## config.mk

```make
export PLATFORM = sky130hd
export DESIGN_NAME = ariscv_opfetch
export DESIGN_NICKNAME = d
export VERILOG_FILES = /design/src/rtl/ariscv_opfetch.sv
export SDC_FILE = /design/constraint.sdc
export NUM_CORES = 1
export LEC_CHECK = 0
export ABC_AREA = 0
export BUFFER_PORTS_ARGS = -buffer_cell sky130_fd_sc_hd__buf_2
export CORE_MARGIN = 2
export CORE_UTILIZATION = 37
export CTS_CLUSTER_DIAMETER = 40
export DETAILED_ROUTE_END_ITERATION = 7
export SYNTH_ARGS = -nofsm -noshare
export SYNTH_HDL_FRONTEND = slang
export SYNTH_SLANG_ARGS = --single-unit
```

## constraint.sdc

```tcl
create_clock -name clk -period 5.85 [get_ports clk]
set_input_delay 0 -clock clk [delete_from_list [all_inputs] [get_ports clk]]
set_output_delay 0 -clock clk [all_outputs]
set_load 0.1 [all_outputs]
```

## src/rtl/ariscv_opfetch.sv

```systemverilog
// ariscv_opfetch: operand-fetch / issue stage on the read side of the
// integer register file.
//
// Takes one decoded instruction at a time, drives the RF read addresses,
// waits out RAW/WAW hazards against a per-register busy scoreboard, forwards
// same-cycle writeback data, and offers the resolved operands to execute.
//
// Ports
//   clk, srst                     clock, synchronous active-high reset
//   in_valid/in_ready             decoded instruction handshake
//   in_rs1/in_rs2/in_rd/in_rd_we  decoded source/destination fields
//   rf_a1/rf_a2, rf_rd1/rf_rd2    RF read addresses and combinational data
//   wb_we/wb_a/wb_d               writeback (also drives the RF write port)
//   out_valid/out_ready           issue handshake to execute
//   out_op1/out_op2               resolved operands
//   out_rd/out_rd_we              destination passed through
//   stall_cnt                     saturating count of hazard-stall cycles
module ariscv_opfetch #(
  parameter int XLEN   = 32,
  parameter int MSB    = 4,
  parameter int NREG   = 32,
  parameter int SCNT_W = 16
) (
  input  logic              clk,
  input  logic              srst,
  input  logic              in_valid,
  output logic              in_ready,
  input  logic [MSB:0]      in_rs1,
  input  logic [MSB:0]      in_rs2,
  input  logic [MSB:0]      in_rd,
  input  logic              in_rd_we,
  output logic [MSB:0]      rf_a1,
  output logic [MSB:0]      rf_a2,
  input  logic [XLEN-1:0]   rf_rd1,
  input  logic [XLEN-1:0]   rf_rd2,
  input  logic              wb_we,
  input  logic [MSB:0]      wb_a,
  input  logic [XLEN-1:0]   wb_d,
  output logic              out_valid,
  input  logic              out_ready,
  output logic [XLEN-1:0]   out_op1,
  output logic [XLEN-1:0]   out_op2,
  output logic [MSB:0]      out_rd,
  output logic              out_rd_we,
  output logic [SCNT_W-1:0] stall_cnt
);

  typedef enum logic [1:0] {IDLE, CHECK, VALID} state_t;

  state_t st, st_nxt;

  // Stage p0: held instruction fields (captured in IDLE)
  logic [MSB:0]      rs1_p0, rs2_p0, rd_p0;
  logic              rd_we_p0;

  // Stage p1: resolved operands offered to execute
  logic [XLEN-1:0]   op1_p1, op2_p1;
  logic [MSB:0]      rd_p1;
  logic              rd_we_p1;
  logic              vld_p1;

  logic [NREG-1:0]   busy, busy_nxt;
  logic [SCNT_W-1:0] scnt;

  logic              fwd1, fwd2, raw1, raw2, waw, hazard, hs;
  logic [XLEN-1:0]   res1, res2;

  function automatic logic [SCNT_W-1:0] sat_inc(input logic [SCNT_W-1:0] v);
    return (&v) ? v : v + {{(SCNT_W-1){1'b0}}, 1'b1};
  endfunction

  function automatic logic [XLEN-1:0] resolve(input logic [MSB:0] rs,
                                              input logic fwd,
                                              input logic [XLEN-1:0] rfd);
    if (rs == '0)
      return '0;
    else if (fwd)
      return wb_d;
    else
      return rfd;
  endfunction

  // The read addresses simply follow the held indices, so they keep the last
  // instruction's sources outside CHECK.
  assign rf_a1     = rs1_p0;
  assign rf_a2     = rs2_p0;
  assign out_op1   = op1_p1;
  assign out_op2   = op2_p1;
  assign out_rd    = rd_p1;
  assign out_rd_we = rd_we_p1;
  assign stall_cnt = scnt;

  // Hazard detection against the held instruction; x0 never forwards and is
  // never busy, and a writeback to the awaited register resolves the hazard
  // in the same cycle.
  always_comb begin
    fwd1   = wb_we && (wb_a == rs1_p0) && (rs1_p0 != '0);
    fwd2   = wb_we && (wb_a == rs2_p0) && (rs2_p0 != '0);
    raw1   = busy[rs1_p0] && !fwd1;
    raw2   = busy[rs2_p0] && !fwd2;
    waw    = rd_we_p0 && (rd_p0 != '0) && busy[rd_p0] && !(wb_we && (wb_a == rd_p0));
    hazard = raw1 || raw2 || waw;
    res1   = resolve(rs1_p0, fwd1, rf_rd1);
    res2   = resolve(rs2_p0, fwd2, rf_rd2);
  end

  always_comb begin
    st_nxt   = st;
    in_ready = 1'b0;
    vld_p1   = 1'b0;
    case (st)
      IDLE: begin
        in_ready = 1'b1;
        if (in_valid) st_nxt = CHECK;
      end
      CHECK: begin
        if (!hazard) st_nxt = VALID;
      end
      VALID: begin
        vld_p1 = 1'b1;
        if (out_ready) st_nxt = IDLE;
      end
      default: st_nxt = IDLE;
    endcase
  end

  assign out_valid = vld_p1;
  assign hs        = vld_p1 && out_ready;

  // Clear first, then set, so an issuing producer wins over a writeback to
  // the same register at the same edge.
  always_comb begin
    busy_nxt = busy;
    for (int i = 1; i < NREG; i++) begin
      if (wb_we && (wb_a == i[MSB:0])) busy_nxt[i] = 1'b0;
    end
    if (hs && rd_we_p1 && (rd_p1 != '0)) busy_nxt[rd_p1] = 1'b1;
    busy_nxt[0] = 1'b0;
  end

  always_ff @(posedge clk) begin
    if (srst) begin
      st       <= IDLE;
      busy     <= '0;
      scnt     <= '0;
      rs1_p0   <= '0;
      rs2_p0   <= '0;
      rd_p0    <= '0;
      rd_we_p0 <= 1'b0;
      op1_p1   <= '0;
      op2_p1   <= '0;
      rd_p1    <= '0;
      rd_we_p1 <= 1'b0;
    end else begin
      st   <= st_nxt;
      busy <= busy_nxt;
      if (st == IDLE && in_valid) begin
        rs1_p0   <= in_rs1;
        rs2_p0   <= in_rs2;
        rd_p0    <= in_rd;
        rd_we_p0 <= in_rd_we;
      end
      if (st == CHECK) begin
        if (hazard) begin
          scnt <= sat_inc(scnt);
        end else begin
          op1_p1   <= res1;
          op2_p1   <= res2;
          rd_p1    <= rd_p0;
          rd_we_p1 <= rd_we_p0;
        end
      end
    end
  end

endmodule

```

# [Word level (Yosys, flattened, before mapping)]
# Index checks and enable logic that the tools add are counted.
[word_totals] ff_bits=136 latch_bits=0 ram_bits=0 romBits=0 input_bits=122 output_inout_bits=98 word_cells=172 mem_count=0
[classes] add_sub_neg=1 mul=0 div=0 magnitude_cmp=5 n_eq_ne=39 shifts=0 mux=50 bitwise_logic=3 n_reduce_logical=62
[op_table] cell="two-way mux 32 bit" count=5
[op_table] cell="equality test 5 bit, second input constant" count=16
[op_table] cell="logical AND 1 bit" count=46
[op_table] cell="equality test 5 x 4 -> 1 bit, second input constant" count=8
[op_table] cell="two-way mux 1 bit" count=37
[op_table] cell="bitwise OR 32 bit" count=1
[op_table] cell="< comparator 5 x 6 -> 1 bit, second input constant" count=4
[op_table] cell="equality test 5 x 3 -> 1 bit, second input constant" count=4
[op_table] cell="nonzero test 5 bit" count=4
[op_table] cell="adder 16 x 1 -> 16 bit, second input constant" count=1
[op_table] cell="AND reduction 16 bit" count=1
[op_table] cell="binary-select mux 1 bit (select 5 bit)" count=3
[op_table] cell="equality test 5 bit" count=3
[op_table] cell="equality test 5 x 2 -> 1 bit, second input constant" count=2
[op_table] cell="zero test 5 bit" count=2
[op_table] cell="two-way mux 2 bit" count=3
[op_table] cell="inequality test 2 bit, second input constant" count=3
[op_table] cell="case mux 2 bit (3 select lines)" count=1
[op_table] cell="AND reduction 3 bit" count=2
[op_table] cell="demux 1 bit (select 5 bit)" count=1
[op_table] cell="equality test 5 x 1 -> 1 bit, second input constant" count=1
[op_table] cell="greater-or-equal comparator 5 x 1 -> 1 bit, second input constant" count=1
[op_table] cell="zero test 1 bit" count=3
[op_table] cell="equality test 2 x 1 -> 1 bit, second input constant" count=1
[op_table] cell="5 further kinds" count=7

# [Longest topological paths before layout]
[depth] word_depth=9 depth_mapped=12 mapped_depth_nobuf=7

# [Worst setup path after synthesis]
# Ideal clock, no wire load.
[synth_timing] path_type="flip-flop to flip-flop" start="register rs1_p0[1] (netlist: rf_a1[1])" end="register scnt[8] (netlist: stall_cnt[8])" t_arrival_ns=3.329 t_required_ns=5.727 slack_ns=2.397 stages_incl_launch_ff=9 path_buffers=2 path_cell_list="dfxtp_1 > buf_2 > mux4_2 > and3_1 > or4_1 > buf_2 > a31oi_4 > nand4_1 > mux2_1"
[synth_via] elab_chain_len=8 word_cells_on_any_way=11
[synth_lines] element="from (decl)" line="53" text="logic [MSB:0] rs1_p0, rs2_p0, rd_p0;"
[synth_lines] element="from (signal assigned)" line="158" text="rs1_p0 <= in_rs1;"
[synth_lines] element="branches (longest 4 deep; another with binary-select mux 1 bit (select 5 bit))"
[synth_lines] element="logical AND 1 bit (*)" line="99" text="raw1 = busy[rs1_p0] && !fwd1;"
[synth_lines] element="logical OR 1 bit (*) (2 in a row)" line="102" text="hazard = raw1 || raw2 || waw;"
[synth_lines] element="AND reduction 3 bit (no source line) (*)"
[synth_lines] element="to (signal assigned)" line="165" text="scnt <= sat_inc(scnt);"
[synth_lines] element="to (decl)" line="63" text="logic [SCNT_W-1:0] scnt;"
# Every way passes the cells marked *. The select of a mux whose other input is x is not followed.
# A chain may end at the register's enable or synchronous reset.

# [Final worst setup path]
[layout_timing] start="register rs1_p0[0] (netlist: rf_a1[0])" end="register op1_p1[20] (netlist: out_op1[20])"
[layout_via] elab_chain_len=9 word_cells_on_any_way=15
[layout_lines] element="branches (longest 9 deep; another with binary-select mux 1 bit (select 5 bit))"
[layout_lines] element="to (signal assigned)" line="167" text="op1_p1 <= res1;"
[layout_lines] element="to (decl)" line="57" text="logic [XLEN-1:0] op1_p1, op2_p1;"
# Parallel ways; which one is timed is not known. The select of a mux whose other input is x is not followed.

==> results_dict.tcl <==
set metrics [dict create \
    worst_ep_required_time_ns 6.15 \
    crit_path_max_fanout 39 \
    dp.cells 1256 \
    cts_buffers 17 \
    initial_core_util 0.3805 \
    reg2regPathDepth 8 \
    powerDensity_mw_per_mm2 279.9 \
    layout-area-overhead-vs-synth_pct 43.56 \
    grt_pass1_wl_mm 37.03 \
    yosysUniqueCellTypes 49 \
    period_share 0.6583 \
    grt_pass1_vias 6996 \
    drc_errors 0 \
    synth.top_cell.area_share 0.3759 \
    via_count 7491 \
    rsz0062_at_grt "no" \
    yosysMostFrequentCell "nand2_1" \
    synth_seq_area_share 0.3759 \
    nNetsFinal 1273 \
    min_path_type "primary input to flop" \
    fmax_ghz 0.2597 \
    drtIter0Drc 416 \
    firstDrtPassIters 5 \
    slew_headroom 0.3641 \
    die_h_um 143.4 \
    min_path_cells 5 \
    syn_nets 963 \
    dr_wl_met3_mm 1.384 \
    gp_congestion 0.8562 \
    critical_path_arrival_ns 4.15 \
    drive_gt1_frac 0.2451 \
    ir_drop_mv 0.2053 \
    stdcell_count 1423 \
    viasPerCell 5.264 \
    path_clk_slew_ns 0.06 \
    syn_avg_cell_area_um2 8.559 \
    synth_top_area_cell "dfxtp_1" \
    finalHoldViolCount 0 \
    routed_wirelength_mm 24.54 \
    grt_start_max_net_pins 86 \
    port_buffers 219 \
    grt_overflow 0 \
    leakagePower_nw 4.403 \
    dr_wl_met2_mm 11.86 \
    yosys_warnings 0 \
    cts_resized 0 \
    ys.flop_type "dfxtp_1" \
    maxSlewViolCount 0 \
    tightest_slew_ns 0.9466 \
    placementRows 50 \
    highest_layer "met4" \
    coreArea_mm2 0.01889 \
    dieArea_mm2 0.02056 \
    synth.top_cells.by_area "dfxtp_1 (38%), mux2i_1 (14%), nand2_1 (7.2%), mux4_2 (5.0%), o21ai_0 (4.6%)" \
    pin_count 220 \
    netlist_area_mm2 0.007189 \
    synthesis.instances 840 \
    n_antenna_cell 0 \
    worstSetupEndpointType "flop" \
    hpwl_mm 15.61 \
    cap_viol_max_count 0 \
    insertion_delay_ns 0.43 \
    fin_util 0.5463 \
    setup_violations 0 \
    synth_edf_count 0 \
    start_kind "flop" \
    finalSetupTns_ns 0 \
    status "finished, final reports clean" \
    wl_met1_mm 10.55 \
    worstSetupPathType "flop to flop" \
    cts.htree.levels 4 \
    cts_max_path_buffers 2 \
    antenna_found_initial 0 \
    fin_crit_ns 3.851 \
    cts_root_buf "clkbuf_16" \
    final.setup_skew_ns 0.01044 \
    synth_commonest_cells "nand2_1 (138), dfxtp_1 (135), mux2i_1 (97), o21ai_0 (66), a21oi_1 (58)" \
    die_x_um 143.4 \
    wl_per_cell_um 17.24 \
    async_reset_ff_frac 0 \
    cts.sinks 135 \
    gr-usage-all-layers 0.2304 \
    cts_tree "built" \
    synth_seq_cells 135 \
    antenna_left 0 \
]
-- report_power, final --
part           internal [mW]  total, mW  switching, mW
clock                  0.685       1.12          0.435
sequential             0.960       1.02         0.0562
combinational          0.248      0.754          0.505
-- state kept, by name, summed over array words and instances (netlist names) --
register,count
out_op2,32
rf_a1,5
rd_we_p0,1
out_op1,32
rf_a2,5
out_rd_we,1
busy,31
rd_p0,5
st,2
out_rd,5
stall_cnt,16
-- repair_timing --
| action | in CTS | in global routing |
|---|---|---|
| setup buffers | 0 | 0 |
| hold buffers | 135 | 0 |
| endpoints found under the hold margin | 82 | 0 |
-- kinds of logic after synthesis --
logic type               count (synthesis)  share of synthesized area
buffers and inverters                   81                    0.05134
flip-flops                             135                     0.3759
AO/OA/AOI/OAI                          178                     0.1471
multiplexers                           117                     0.1914
XOR/XNOR                                17                    0.02071
AND/OR/NAND/NOR                        311                     0.2118
adder cells (fa/ha/maj)                  1                   0.001740
-- cell usage in the layout, fill, tap and decap left out, drive strengths merged, types with 7 or more instances in the layout --
cell         count
buf            227
nand2          138
dfxtp          135
dlygate4sd3    135
mux2i           97
o21ai           66
a21oi           58
nor2            53
nand3b          35
o31ai           32
clkbuf          18
mux4            16
nand3           14
inv             13
nand2b          12
nor2b           11
xor2            10
and3             9
a21o             8
xnor2            7
nand4            7
nor3             7
-- routing by layer --
layer	vias to the layer above	track usage
met4	0	0.09546
met5	-	0
met2	244	0.3837
met3	56	0.05332
met1	3587	0.2871
li1	3604	-
-- path summary, 6_finish.rpt --
path         slack [ns]       start           to
max reg2reg        2.00    rf_a1[0]  out_op1[20]
min                0.02   rf_rd1[0]   out_op1[0]
min reg2reg        0.48  out_op2[4]   out_op2[4]
max                2.00    rf_a1[0]  out_op1[20]
-- final cells by class --
| class | instances | area, µm² |
|---|---|---|
| repair buffers | 362 | 2510 |
| well taps | 260 | 325.3 |
| fillers | 1722 | 8572 |
| inverters | 10 | 37.54 |
| multi-input cells | 624 | 4134 |
| flip-flops and latches | 135 | 2703 |
| clock buffers | 18 | 439.2 |
| clock inverters | 14 | 172.7 |
-- metrics by stage --
stage          power, mW  worst slack, ns  cell area (µm²)  hold slack, ns
6_report           2.889            1.999            10320         0.01741
4_1_cts            2.903            1.981            10320        0.005163
2_1_floorplan      1.541            2.397             7189          0.1360
3_5_place_dp       1.685            1.989             8358          0.2551
3_3_place_gp       1.684            2.056             8358          0.2448
5_1_grt            2.995            1.771            10320         0.04370
-- critical path: stages (launching register included) --
cell,delay (ns)
dfxtp_1,0.86
mux2i_1,0.17
mux4_2,0.49
and3_1,0.18
or4_1,0.66
nand4b_4,0.53
buf_4,0.52
mux2i_1,0.24
nor2_1,0.06
No activity file was read; power rests on OpenSTA's default activity.
